===== src/rtl/arbiter_puf_emu_if.sv =====
`default_nettype none
// ============================================================================
//  Module   : arbiter_puf_emu_if
//  Purpose  : Request/response bundle for the arbiter-PUF emulator.
//             master = requester (drives start/challenge),
//             slave  = emulator  (drives busy/done/response/confidence).
//  Ports    : start, challenge[N_STAGES], busy, done, response,
//             confidence[clog2(N_EVAL+1)]
//  Revision : 1.0 - initial release
// ============================================================================
interface arbiter_puf_emu_if #(
    parameter int N_STAGES = 8,
    parameter int N_EVAL   = 5
);
    localparam int C_CNT_W = $clog2(N_EVAL + 1);

    logic                start;
    logic [N_STAGES-1:0] challenge;
    logic                busy;
    logic                done;
    logic                response;
    logic [C_CNT_W-1:0]  confidence;

    modport master (
        output start, challenge,
        input  busy, done, response, confidence
    );

    modport slave (
        input  start, challenge,
        output busy, done, response, confidence
    );
endinterface
`default_nettype wire


===== src/rtl/arbiter_puf_emu.sv =====
`default_nettype none
// ============================================================================
//  Module   : arbiter_puf_emu
//  Purpose  : N-stage arbiter PUF emulator (additive delay model) with a
//             repeated-evaluation controller and majority vote.
//             Each request is evaluated N_EVAL times: N_STAGES stage cycles
//             followed by one bias cycle per repetition, then a one-cycle
//             DONE state that presents response/confidence.
//  Ports    : clk, rst (sync, active high)
//             bus (slave modport): start, challenge -> busy, done,
//             response, confidence
//  Revision : 1.0 - initial release
// ============================================================================
module arbiter_puf_emu #(
    parameter int          N_STAGES = 8,
    parameter int          DW       = 6,
    parameter int          N_EVAL   = 5,
    parameter int          NOISE_W  = 3,
    parameter logic [15:0] SEED     = 16'h1D0F
) (
    input  wire logic        clk,
    input  wire logic        rst,
    arbiter_puf_emu_if.slave bus
);
    localparam int C_ACC_W = DW + $clog2(N_STAGES + 1) + 2;
    localparam int C_CNT_W = $clog2(N_EVAL + 1);
    localparam int C_STG_W = $clog2(N_STAGES);
    localparam int C_REP_W = (N_EVAL > 1) ? $clog2(N_EVAL) : 1;

    localparam logic [C_STG_W-1:0] C_STG_TOP = C_STG_W'(N_STAGES - 1);
    localparam logic [C_REP_W-1:0] C_REP_TOP = C_REP_W'(N_EVAL - 1);
    localparam logic [C_CNT_W-1:0] C_HALF    = C_CNT_W'(N_EVAL / 2);
    localparam logic [15:0]        C_NSEED   = 16'hACE1;

    typedef enum logic [1:0] {
        S_IDLE = 2'd0,
        S_EVAL = 2'd1,
        S_DONE = 2'd2
    } state_t;

    state_t r_state;
    state_t w_state_nxt;

    logic [N_STAGES-1:0]        r_creg;
    logic [15:0]                r_wlfsr;
    logic [15:0]                r_nlfsr;
    logic signed [C_ACC_W-1:0]  r_acc;
    logic                       r_phi_neg;   // 1 means phi = -1
    logic                       r_bias;      // 1 during the bias cycle
    logic [C_STG_W-1:0]         r_stage;
    logic [C_REP_W-1:0]         r_rep;
    logic [C_CNT_W-1:0]         r_ones;
    logic [C_CNT_W-1:0]         r_conf;
    logic                       r_resp;

    logic signed [C_ACC_W-1:0]  w_w;
    logic signed [C_ACC_W-1:0]  w_noise;
    logic signed [C_ACC_W-1:0]  w_term;
    logic signed [C_ACC_W-1:0]  w_sum;
    logic                       w_phi_neg_nxt;
    logic                       w_raw;
    logic                       w_last_rep;
    logic [C_CNT_W-1:0]         w_ones_fin;

    function automatic logic [15:0] lfsr_step(input logic [15:0] s);
        return {s[14:0], s[15] ^ s[13] ^ s[12] ^ s[10]};
    endfunction

    // Current weight, sign-extended to the accumulator width.
    assign w_w = {{(C_ACC_W-DW){r_wlfsr[DW-1]}}, r_wlfsr[DW-1:0]};

    assign w_phi_neg_nxt = r_phi_neg ^ r_creg[r_stage];
    assign w_term        = w_phi_neg_nxt ? -w_w : w_w;

    generate
        if (NOISE_W > 0) begin : g_noise
            logic signed [C_ACC_W-1:0] w_mag;
            assign w_mag   = C_ACC_W'(r_nlfsr[NOISE_W-1:0]);
            assign w_noise = r_nlfsr[15] ? -w_mag : w_mag;
        end else begin : g_no_noise
            assign w_noise = '0;
        end
    endgenerate

    assign w_sum      = r_acc + w_w + w_noise;
    assign w_raw      = ~w_sum[C_ACC_W-1];
    assign w_last_rep = (r_rep == C_REP_TOP);
    assign w_ones_fin = r_ones + C_CNT_W'(w_raw);

    // ------------------------------------------------------------------
    // Control FSM
    // ------------------------------------------------------------------
    always_ff @(posedge clk) begin
        if (rst) begin
            r_state <= S_IDLE;
        end else begin
            r_state <= w_state_nxt;
        end
    end

    always_comb begin
        w_state_nxt = r_state;
        case (r_state)
            S_IDLE:  if (bus.start)            w_state_nxt = S_EVAL;
            S_EVAL:  if (r_bias && w_last_rep) w_state_nxt = S_DONE;
            S_DONE:                            w_state_nxt = S_IDLE;
            default:                           w_state_nxt = S_IDLE;
        endcase
    end

    // ------------------------------------------------------------------
    // Datapath
    // ------------------------------------------------------------------
    always_ff @(posedge clk) begin
        if (rst) begin
            r_creg    <= '0;
            r_wlfsr   <= SEED;
            r_nlfsr   <= C_NSEED;
            r_acc     <= '0;
            r_phi_neg <= 1'b0;
            r_bias    <= 1'b0;
            r_stage   <= C_STG_TOP;
            r_rep     <= '0;
            r_ones    <= '0;
            r_conf    <= '0;
            r_resp    <= 1'b0;
        end else begin
            r_nlfsr <= lfsr_step(r_nlfsr);
            case (r_state)
                S_IDLE: begin
                    r_wlfsr   <= SEED;
                    r_acc     <= '0;
                    r_phi_neg <= 1'b0;
                    r_bias    <= 1'b0;
                    r_stage   <= C_STG_TOP;
                    r_rep     <= '0;
                    r_ones    <= '0;
                    if (bus.start) begin
                        r_creg <= bus.challenge;
                    end
                end
                S_EVAL: begin
                    if (!r_bias) begin
                        r_phi_neg <= w_phi_neg_nxt;
                        r_acc     <= r_acc + w_term;
                        r_wlfsr   <= lfsr_step(r_wlfsr);
                        if (r_stage == '0) begin
                            r_bias <= 1'b1;
                        end else begin
                            r_stage <= r_stage - C_STG_W'(1);
                        end
                    end else begin
                        // Reloading SEED keeps every repetition on the same weights.
                        r_ones    <= w_ones_fin;
                        r_bias    <= 1'b0;
                        r_stage   <= C_STG_TOP;
                        r_acc     <= '0;
                        r_phi_neg <= 1'b0;
                        r_wlfsr   <= SEED;
                        if (!w_last_rep) begin
                            r_rep <= r_rep + C_REP_W'(1);
                        end else begin
                            // Registered here so they are valid in the DONE cycle.
                            r_resp <= (w_ones_fin > C_HALF);
                            r_conf <= w_ones_fin;
                        end
                    end
                end
                default: begin
                end
            endcase
        end
    end

    assign bus.busy       = (r_state == S_EVAL);
    assign bus.done       = (r_state == S_DONE);
    assign bus.response   = r_resp;
    assign bus.confidence = r_conf;

endmodule
`default_nettype wire


===== src/flat_wrapper.sv =====
// flat-port wrapper written by rule: the top's interface ports become plain ports
module arbiter_puf_emu_flat 
#(
    parameter int          N_STAGES = 8,
    parameter int          DW       = 6,
    parameter int          N_EVAL   = 5,
    parameter int          NOISE_W  = 3,
    parameter logic [15:0] SEED     = 16'h1D0F
)
  (clk, rst, bus_start, bus_challenge, bus_busy, bus_done, bus_response, bus_confidence);
  arbiter_puf_emu_if #(.N_STAGES(N_STAGES), .N_EVAL(N_EVAL)) bus_i ();
  input  wire logic clk;
  input  wire logic rst;
  input wire logic [$bits(bus_i.start)-1:0] bus_start;
  input wire logic [$bits(bus_i.challenge)-1:0] bus_challenge;
  output wire logic [$bits(bus_i.busy)-1:0] bus_busy;
  output wire logic [$bits(bus_i.done)-1:0] bus_done;
  output wire logic [$bits(bus_i.response)-1:0] bus_response;
  output wire logic [$bits(bus_i.confidence)-1:0] bus_confidence;
  assign bus_i.start = bus_start;
  assign bus_i.challenge = bus_challenge;
  assign bus_busy = bus_i.busy;
  assign bus_done = bus_i.done;
  assign bus_response = bus_i.response;
  assign bus_confidence = bus_i.confidence;
  arbiter_puf_emu #(.N_STAGES(N_STAGES), .DW(DW), .N_EVAL(N_EVAL), .NOISE_W(NOISE_W), .SEED(SEED)) u_core (.clk(clk), .rst(rst), .bus(bus_i));
endmodule

===== config.mk =====
export PLATFORM = sky130hd
export DESIGN_NAME = arbiter_puf_emu_flat
export DESIGN_NICKNAME = d
export VERILOG_FILES = /design/src/rtl/arbiter_puf_emu_if.sv /design/src/rtl/arbiter_puf_emu.sv /design/src/flat_wrapper.sv
export SDC_FILE = /design/constraint.sdc
export NUM_CORES = 1
export LEC_CHECK = 0
export CAP_MARGIN = 20
export CORE_ASPECT_RATIO = 1.75
export CORE_UTILIZATION = 30
export CTS_BUF_LIST = sky130_fd_sc_hd__clkbuf_8
export CTS_CLUSTER_DIAMETER = 50
export DETAILED_ROUTE_END_ITERATION = 8
export PLACE_DENSITY = 0.51
export SKIP_CTS_REPAIR_TIMING = 1
export SYNTH_ARGS = -nofsm -noshare
export SYNTH_HDL_FRONTEND = slang
export SYNTH_SLANG_ARGS = --single-unit

===== constraint.sdc =====
create_clock -name clk -period 7.4 [get_ports clk]
set_input_delay 0.74 -clock clk [delete_from_list [all_inputs] [get_ports clk]]
set_output_delay 0.74 -clock clk [all_outputs]
set_load 0.1 [all_outputs]

==> results of run 1 <==
## critical path: cells and delay by family (launching register included)
family	cells	cell delay (ns)
flip-flops	1	0.42
AO/OA/AOI/OAI	6	1.46
XOR/XNOR	2	0.66
multiplexers	3	1.09
adder cells (fa/ha/maj)	1	0.29
## registers in the layout, indices dropped and copies added, names as in the netlist
signal,flops
u_core.r_acc,12
u_core.bus.response,1
u_core.r_nlfsr,16
u_core.r_state,2
u_core.r_creg,8
u_core.r_bias,1
u_core.r_phi_neg,1
u_core.r_wlfsr,16
u_core.r_ones,3
u_core.r_stage,3
u_core.bus.confidence,3
u_core.r_rep,3
## layer usage
layer  share of wire  vias up  track usage
li1                -     1499            -
met1            0.40     1429        0.145
met2            0.54       39        0.256
met3           0.020       24       0.0272
met4           0.037        0       0.0803
met5               0        -            0
## metrics by stage
step	cell area, um2	total power (uW)	hold slack [ns]	util
3_5_place_dp	4130	582	0.398	0.332
2_1_floorplan	3810	536	0.389	-
4_1_cts	4320	889	0.417	0.348
6_report	4320	873	0.412	0.348
3_3_place_gp	4130	575	0.395	0.332
5_1_grt	4320	926	0.426	0.348
## placed cells by master, fill, tap and decap left out, types with 6 or more instances in the layout
cell type,instances
a22oi_1,15
or2_2,7
clkbuf_8,9
o21ai_0,10
nand2b_1,12
nor2b_1,11
fa_1,7
clkdlybuf4s50_1,15
xnor2_1,18
xor2_1,6
nor3_1,7
mux2i_1,13
o22ai_1,9
dfxtp_1,69
nor2_1,51
inv_1,26
nand2_1,24
ha_1,34
a21oi_1,20
a21o_1,7
## power by group through the flow
stage,Combinational [uW],Clock [uW],Sequential (uW)
floorplan,132,0,404
global placement,165,0,410
detailed placement,172,0,410
CTS,173,315,401
global route,193,330,404
finish,169,303,401
## final cells by class
cell class	instances	area (um2)
clock inverters	6	63.8
multi-input cells	306	2250
well taps	168	210
fillers	1343	8110
flip-flops and latches	69	1380
repair buffers	20	185
inverters	27	101
clock buffers	9	124
## how the worst max path moves through the flow
stage                        to  slack [ns]  depth (start not counted)
3_5_place_dp   u_core.r_acc[11]        3.33                         12
4_1_cts        u_core.r_acc[11]        3.30                         12
6_report       u_core.r_acc[11]        3.31                         12
2_1_floorplan  u_core.r_acc[11]        3.75                         13
3_3_place_gp   u_core.r_acc[11]        3.54                         12
5_1_grt        u_core.r_acc[11]        3.01                         12
## cell families after synthesis
kind of cell	after synthesis
xor gates and xnor gates	24
AOI/OAI and AO/OA	98
muxes	16
adders and majority gates	41
and+or+nand+nor	127
DFF	69
buffers and inverters	46
==> impl_metrics.csv, run 1 <==
group,metric,value,unit
status,outcome,"completed",
worst_setup_path,cp_cell_sequence,"mux4_1 -> mux2i_4 -> xnor2_1 -> o211ai_1 -> o21ai_1 -> ha_1 -> a2111oi_0 -> a22oi_1 -> a221oi_1 -> xor2_1 -> mux2i_1 -> a21oi_1",
yosys,syn_nets,473,
floorplan,rows,54,
power,power_frac_comb,0.194,
worst_setup_path,cp-startpoint,"u_core.r_stage[0]",
floorplan,dieHeight,151,um
detailed_routing,route.detailed.drc,0,
clock_network,cts_tree,"done",
placed_design,place_inst,590,
clock_network,worst_skew_pair.late_latency,0.36,ns
timing,tightest_slew,0.961,ns
yosys,muxShareOfSynthArea,0.0539,
placed_design,dp_slack,3.33,ns
worst_setup_path,critPathMaxStageDelay,0.63,ns
timing,rsz0062_at_grt,"no",
clock_network,numCtsBuffers,9,
yosys,ys_types,54,
worst_setup_path,path_max_fanout,12,
yosys,yosysTopAreaCell,"dfxtp_1",
worst_setup_path,r2r_cells,12,
detailed_routing,via_count,2991,
yosys,synth_common_cells,"dfxtp_1, nor2_1, ha_1",
timing,slew_violations,0,
power,power.leakage,0.00181,uW
clock_network,clkTransAtPathRegs,0.08,ns
worst_setup_path,cp.required,7.61,ns
yosys,mappedNetlistArea,3810,um2
min_path,min_path_type,"flip-flop to flip-flop",
timing,hold_viol,0,
yosys,syn_inst,421,
floorplan,die_width,87.2,um
timing,final.setup.worst_slack,3.31,ns
power,clockPowerShare,0.347,
power,p_int,617,uW
timing,timing.final.crit_share,0.553,
detailed_routing,drt_iter0_drc,113,
placed_design,io_buffers,16,
floorplan,io-pin-count,17,
timing,slew-limit-headroom,0.357,
floorplan,core_area,12400,um2
yosys,synth_top_area_frac,0.363,
power,power_density,202,nW/um2
worst_setup_path,end_kind,"flip-flop",
global_routing,track_usage,0.140,
placed_design,dp_hpwl,6270,um
global_routing,overflow,0,
detailed_routing,wl_per_cell,14.0,um
yosys,synth_edf_count,0,
worst_setup_path,reg2reg_setup_slack,3.31,ns
yosys,synthArstFlopShare,0,
detailed_routing,via_per_inst,4.94,
job,drv_cap,0,
clock_network,clock_sinks,69,
min_path,hold_end,"u_core.r_nlfsr[5]",
timing,finalSetupTns,0,ns
global_routing,grt_pass1_wl,14000,um
timing,finalClockSkew,0.00690,ns
yosys,synth.most_common_cell,"dfxtp_1",
timing,finalSetupViolations,0,
worst_setup_path,cp_slowest_cell,"mux4_1",
yosys,ys.flop_type,"dfxtp_1",
yosys,synthTopCellsByArea,"dfxtp_1, ha_1, nor2_1, xnor2_1, fa_1",
min_path,worstHoldStart,"u_core.r_nlfsr[4]",
yosys,synth_xor_area_frac,0.0552,
global_routing,grt_pass1_vias,2986,
worst_setup_path,arrival,4.30,ns
cells_and_area,instances_no_fill,605,
cells_and_area,drive_above_1_share,0.0732,
yosys,synth_compound_area_frac,0.175,
min_path,hold_depth,1,
worst_setup_path,crit_type,"flip-flop to flip-flop",
yosys,yosysWarnings,0,
worst_setup_path,r2r_end,"u_core.r_acc[11]",
timing,fin_crit,4.09,ns
global_routing,grt_max_degree,72,
floorplan,dieArea,13200,um2
yosys,synthSimpleGateAreaFrac,0.160,
power,ir_drop,0.118,mV
worst_setup_path,worstReg2RegStart,"u_core.r_stage[0]",
global_routing,antenna_found_initial,0,
yosys,synthAdderAreaFrac,0.148,
yosys,syn_area_per_cell,9.05,um2
power,p_switching,256,uW
cells_and_area,diodes,0,
detailed_routing,wl,8470,um
cells_and_area,nets,485,
cells_and_area,syn2layout_area_growth,13.4,%
yosys,ys_ff_latch,69,
placed_design,gp_congestion,0.789,
timing,fmax,244,MHz
detailed_routing,ant_nets,0,
power,pwr-share-seq,0.460,
yosys,yosysSeqAreaShare,0.363,
floorplan,start_util,0.306,
clock_network,cts_root_buf,"clkbuf_8",
clock_network,clockBufferDepth,2,
yosys,synth_top_family_by_area,"compound AO/OA/AOI/OAI gates",
clock_network,htreeDepth,3,
worst_setup_path,cp-start-kind,"flip-flop",
detailed_routing,dr.pass1.iters,4,
power,sw_frac_of_total,0.293,
Note: power is estimated with default switching activity, not from simulation.
==> run 2, diff against run 1 <==
==> constraint.sdc (replaced) <==
create_clock -name clk -period 4 [get_ports clk]
set_input_delay 0.4 -clock clk [delete_from_list [all_inputs] [get_ports clk]]
set_output_delay 0.4 -clock clk [all_outputs]
set_load 0.1 [all_outputs]
==> impl_metrics.csv, run 2 (synthesized netlist as in run 1, its figures left out) <==
group,metric,value,unit
status,outcome,"completed",
detailed_routing,via_per_inst,4.87,
timing,finalSetupTns,0,ns
detailed_routing,dr.pass1.iters,4,
timing,tightest_slew,0.974,ns
timing,slew_violations,0,
min_path,min_path_type,"flip-flop to flip-flop",
floorplan,dieHeight,151,um
worst_setup_path,path_max_fanout,7,
floorplan,start_util,0.306,
power,clockPowerShare,0.344,
global_routing,grt_pass1_wl,13600,um
floorplan,dieArea,13200,um2
timing,finalSetupViolations,0,
cells_and_area,drive_above_1_share,0.0930,
floorplan,rows,54,
power,power_density,371,nW/um2
detailed_routing,drt_iter0_drc,93,
power,power.leakage,0.00184,uW
clock_network,cts_root_buf,"clkbuf_8",
global_routing,grt_pass1_vias,2900,
job,drv_cap,0,
floorplan,io-pin-count,17,
placed_design,io_buffers,16,
power,power_frac_comb,0.197,
power,ir_drop,0.246,mV
detailed_routing,route.detailed.drc,0,
clock_network,htreeDepth,3,
power,pwr-share-seq,0.459,
cells_and_area,layout_common_cells,"dfxtp_1, nor2_1, ha_1",
timing,timing.final.crit_share,0.924,
placed_design,gp_congestion,0.779,
worst_setup_path,crit_type,"flip-flop to flip-flop",
global_routing,track_usage,0.138,
power,p_switching,468,uW
detailed_routing,wl,8350,um
clock_network,clock_sinks,69,
clock_network,clockBufferDepth,2,
worst_setup_path,end_kind,"flip-flop",
clock_network,numCtsBuffers,9,
placed_design,dp_hpwl,6150,um
floorplan,die_width,87.2,um
detailed_routing,wl_per_cell,13.7,um
worst_setup_path,reg2reg_setup_slack,0.31,ns
worst_setup_path,arrival,3.91,ns
timing,fmax,271,MHz
floorplan,core_area,12400,um2
power,p_int,1150,uW
global_routing,grt_max_degree,43,
power,sw_frac_of_total,0.289,
timing,whs,0.413,ns
cells_and_area,diodes,0,
cells_and_area,reg_top3,"u_core.r_nlfsr: 16 flops, u_core.r_wlfsr: 16 flops, u_core.r_acc: 12 flops",
global_routing,overflow,0,
timing,finalClockSkew,0.00860,ns
clock_network,cts_tree,"done",
global_routing,antenna_found_initial,0,
clock_network,worst_skew_pair.late_latency,0.35,ns
cells_and_area,syn2layout_area_growth,14.5,%
cells_and_area,utilization,0.351,
detailed_routing,via_count,2964,
worst_setup_path,cp-start-kind,"flip-flop",
worst_setup_path,cp.required,4.21,ns
timing,slew-limit-headroom,0.349,
timing,fin_crit,3.69,ns
clock_network,clkTransAtPathRegs,0.08,ns
cells_and_area,nets,489,
cells_and_area,layout_commonest_cell,"dfxtp_1",
timing,hold_viol,0,
timing,rsz0062_at_grt,"no",
detailed_routing,ant_nets,0,
run 2: worst paths after layout:
check        depth (start not counted)                end               from
max                                 14   u_core.r_acc[11]  u_core.r_stage[0]
min                                  1  u_core.r_nlfsr[6]  u_core.r_nlfsr[5]
max reg2reg                         14   u_core.r_acc[11]  u_core.r_stage[0]
min reg2reg                          1  u_core.r_nlfsr[6]  u_core.r_nlfsr[5]
run 2: power groups by stage:
stage	registers [uW]	logic, uW	clock network [uW]
2_1_floorplan	747	244	0
3_3_place_gp	757	317	0
3_5_place_dp	758	323	0
4_1_cts	742	324	583
5_1_grt	746	363	610
6_report	742	319	556
run 2: per-layer routing:
layer,wire (um),part of all wire,vias to the layer above,global-route usage
li1,-,-,1501,-
met1,3310,0.40,1414,0.143
met2,4670,0.56,37,0.262
met3,166,0.020,12,0.0229
met4,207,0.025,0,0.0664
met5,0,0,-,0
run 2: final cells by class:
class	instances	area, um2
inverters	27	101
multi-input cells	306	2270
clock inverters	6	65.1
flip-flops and latches	69	1380
fillers	1341	8070
clock buffers	9	124
well taps	168	210
repair buffers	24	210
run 2: per-stage QoR:
| step | cell area [um2] | std cells | power [uW] | setup WS [ns] |
|---|---|---|---|---|
| 2_1_floorplan | 3810 | 421 | 991 | 0.353 |
| 3_3_place_gp | 4160 | 594 | 1070 | 0.257 |
| 3_5_place_dp | 4160 | 594 | 1080 | 0.172 |
| 4_1_cts | 4350 | 609 | 1650 | 0.131 |
| 5_1_grt | 4360 | 609 | 1720 | 0.0230 |
| 6_report | 4360 | 609 | 1620 | 0.305 |
run 2: worst max-delay path, stage by stage (launching register included):
cell	delay, ns
dfxtp_1	0.41
mux4_1	0.63
mux2i_4	0.25
xnor2_2	0.20
buf_4	0.21
nand2_1	0.07
xnor2_1	0.12
ha_1	0.33
o21a_1	0.21
o21ai_0	0.14
a22oi_1	0.16
a221oi_1	0.33
xor2_1	0.21
mux2i_1	0.21
a21oi_1	0.08
==> run 3, diff against run 2 <==
--- a/config.mk
+++ b/config.mk
@@ -5,13 +5,17 @@
 export SDC_FILE = /design/constraint.sdc
 export NUM_CORES = 1
 export LEC_CHECK = 0
+export ABC_CLOCK_PERIOD_IN_PS = 4000
 export CAP_MARGIN = 20
+export CELL_PAD_IN_SITES_DETAIL_PLACEMENT = 1
+export CELL_PAD_IN_SITES_GLOBAL_PLACEMENT = 1
 export CORE_ASPECT_RATIO = 1.75
 export CORE_UTILIZATION = 30
 export CTS_BUF_LIST = sky130_fd_sc_hd__clkbuf_8
 export CTS_CLUSTER_DIAMETER = 50
 export DETAILED_ROUTE_END_ITERATION = 8
-export PLACE_DENSITY = 0.51
+export PLACE_DENSITY = 0.61
+export RECOVER_POWER = 100
 export SKIP_CTS_REPAIR_TIMING = 1
 export SYNTH_ARGS = -nofsm -noshare
 export SYNTH_HDL_FRONTEND = slang
==> impl_metrics.csv, run 3 (synthesized netlist as in run 1, its figures left out) <==
group,metric,value,unit
status,outcome,"finished with violations",
status,violations,"capacitance limit, slew limit",
timing,slew-limit-headroom,-0.00327,
cells_and_area,layout_common_cells,"dfxtp_1, nor2_1, ha_1",
min_path,worstHoldStart,"u_core.r_nlfsr[9]",
timing,rsz0062_at_grt,"no",
placed_design,dp_hpwl,7040,um
clock_network,clock_sinks,69,
timing,fin_crit,3.79,ns
cells_and_area,reg_top3,"u_core.r_nlfsr: 16 flops, u_core.r_wlfsr: 16 flops, u_core.r_acc: 12 flops",
worst_setup_path,worstReg2RegStart,"u_core.r_stage[0]",
global_routing,antenna_found_initial,0,
global_routing,grtUsageMet2,0.310,
cells_and_area,drive_above_1_share,0.0882,
detailed_routing,drt_iter0_drc,114,
clock_network,clkTransAtPathRegs,0.08,ns
clock_network,numCtsBuffers,9,
cells_and_area,diodes,0,
timing,fmax,264,MHz
global_routing,track_usage,0.157,
placed_design,io_buffers,16,
cells_and_area,syn2layout_area_growth,14.5,%
timing,hold_viol,0,
detailed_routing,wl,9340,um
detailed_routing,via_count,3084,
floorplan,core_area,12400,um2
power,sw_frac_of_total,0.296,
job,drv_cap,1,
worst_setup_path,cp-startpoint,"u_core.r_stage[0]",
power,power.leakage,0.00184,uW
clock_network,worst_skew_pair.late_latency,0.35,ns
floorplan,dieArea,13200,um2
detailed_routing,route.detailed.drc,0,
worst_setup_path,arrival,4.03,ns
floorplan,io-pin-count,17,
power,clockPowerShare,0.346,
power,pwr-share-seq,0.456,
power,ir_drop,0.195,mV
cells_and_area,layout_commonest_cell,"dfxtp_1",
floorplan,dieHeight,151,um
global_routing,grt_max_degree,56,
detailed_routing,ant_nets,0,
clock_network,clockBufferDepth,2,
timing,timing.final.crit_share,0.947,
global_routing,overflow,0,
global_routing,top_usage_layer,"met2",
floorplan,rows,54,
timing,whs,0.406,ns
floorplan,start_util,0.306,
detailed_routing,dr.pass1.iters,4,
power,power_density,374,nW/um2
placed_design,gp_congestion,0.773,
timing,slew_violations,28,
floorplan,die_width,87.2,um
cells_and_area,nets,490,
worst_setup_path,path_max_fanout,6,
detailed_routing,via_per_inst,5.06,
timing,finalSetupViolations,0,
global_routing,grt_pass1_vias,3277,
timing,tightest_slew,1.50,ns
clock_network,htreeDepth,3,
power,p_switching,483,uW
global_routing,met3_usage,0.0185,
detailed_routing,wl_per_cell,15.3,um
worst_setup_path,cp-start-kind,"flip-flop",
global_routing,grt_pass1_wl,15600,um
power,power_frac_comb,0.198,
timing,finalSetupTns,0,ns
worst_setup_path,crit_type,"flip-flop to flip-flop",
worst_setup_path,end_kind,"flip-flop",
worst_setup_path,cp.required,4.24,ns
clock_network,cts_root_buf,"clkbuf_8",
power,p_int,1150,uW
worst_setup_path,reg2reg_setup_slack,0.21,ns
clock_network,cts_tree,"done",
timing,finalClockSkew,0.0101,ns
global_routing,grt_use_met1,0.154,
cells_and_area,utilization,0.351,
min_path,min_path_type,"flip-flop to flip-flop",
-- run 3: changes by cell type in the layout (fill, tap and decap cells not counted), moves of 4 or more --
cell,change
clkdlybuf4s50_1,-4
buf_4,-4
dlygate4sd3_1,+4
clkbuf_1,+5
-- run 3: per-layer routing --
layer | part of all wire | vias up | routed length, um
met1 | 0.38 | 1528 | 3520
li1 | - | 1509 | -
met4 | 0.029 | 0 | 267
met3 | 0.012 | 18 | 116
met2 | 0.58 | 29 | 5430
met5 | 0 | - | 0
-- run 3: critical path, stage by stage, from the launching register on --
cell and delay (ns):
dfxtp_1 0.44, mux4_1 0.65, mux2i_4 0.27, xnor2_2 0.21, nor2b_1 0.20, xnor2_1 0.13
ha_1 0.29, nor2b_1 0.17, o21ai_1 0.20, a21boi_1 0.12, o21ai_1 0.26, a31oi_1 0.16
or3_1 0.33, a32o_1 0.25
-- run 3: worst paths after layout --
| kind | to | cells past startpoint |
|---|---|---|
| setup / recovery | u_core.r_acc[10] | 13 |
| hold / removal | u_core.r_nlfsr[10] | 1 |
| setup reg to reg | u_core.r_acc[10] | 13 |
| hold reg to reg | u_core.r_nlfsr[10] | 1 |
-- run 3: cell type report --
type / count / area, um2
fillers: 1520 / 8070
multi-input cells: 306 / 2280
flip-flops and latches: 69 / 1380
well taps: 168 / 210
repair buffers: 25 / 199
clock buffers: 9 / 124
inverters: 27 / 101
clock inverters: 6 / 65.1
-- run 3: through the flow --
step	setup WS, ns	instance area (um2)	std cells	power [uW]
2_1_floorplan	0.353	3810	421	991
3_3_place_gp	0.142	4150	593	1070
3_5_place_dp	0.0725	4150	593	1090
4_1_cts	0.0630	4340	608	1660
5_1_grt	0.00540	4360	610	1730
6_report	0.213	4360	610	1630
-- run 3: power by group through the flow --
stage,Sequential (uW),Combinational [uW],Clock [uW]
global placement,757,316,0
detailed placement,759,331,0
global route,748,368,609
floorplan,747,244,0
finish,743,323,563
CTS,743,332,585
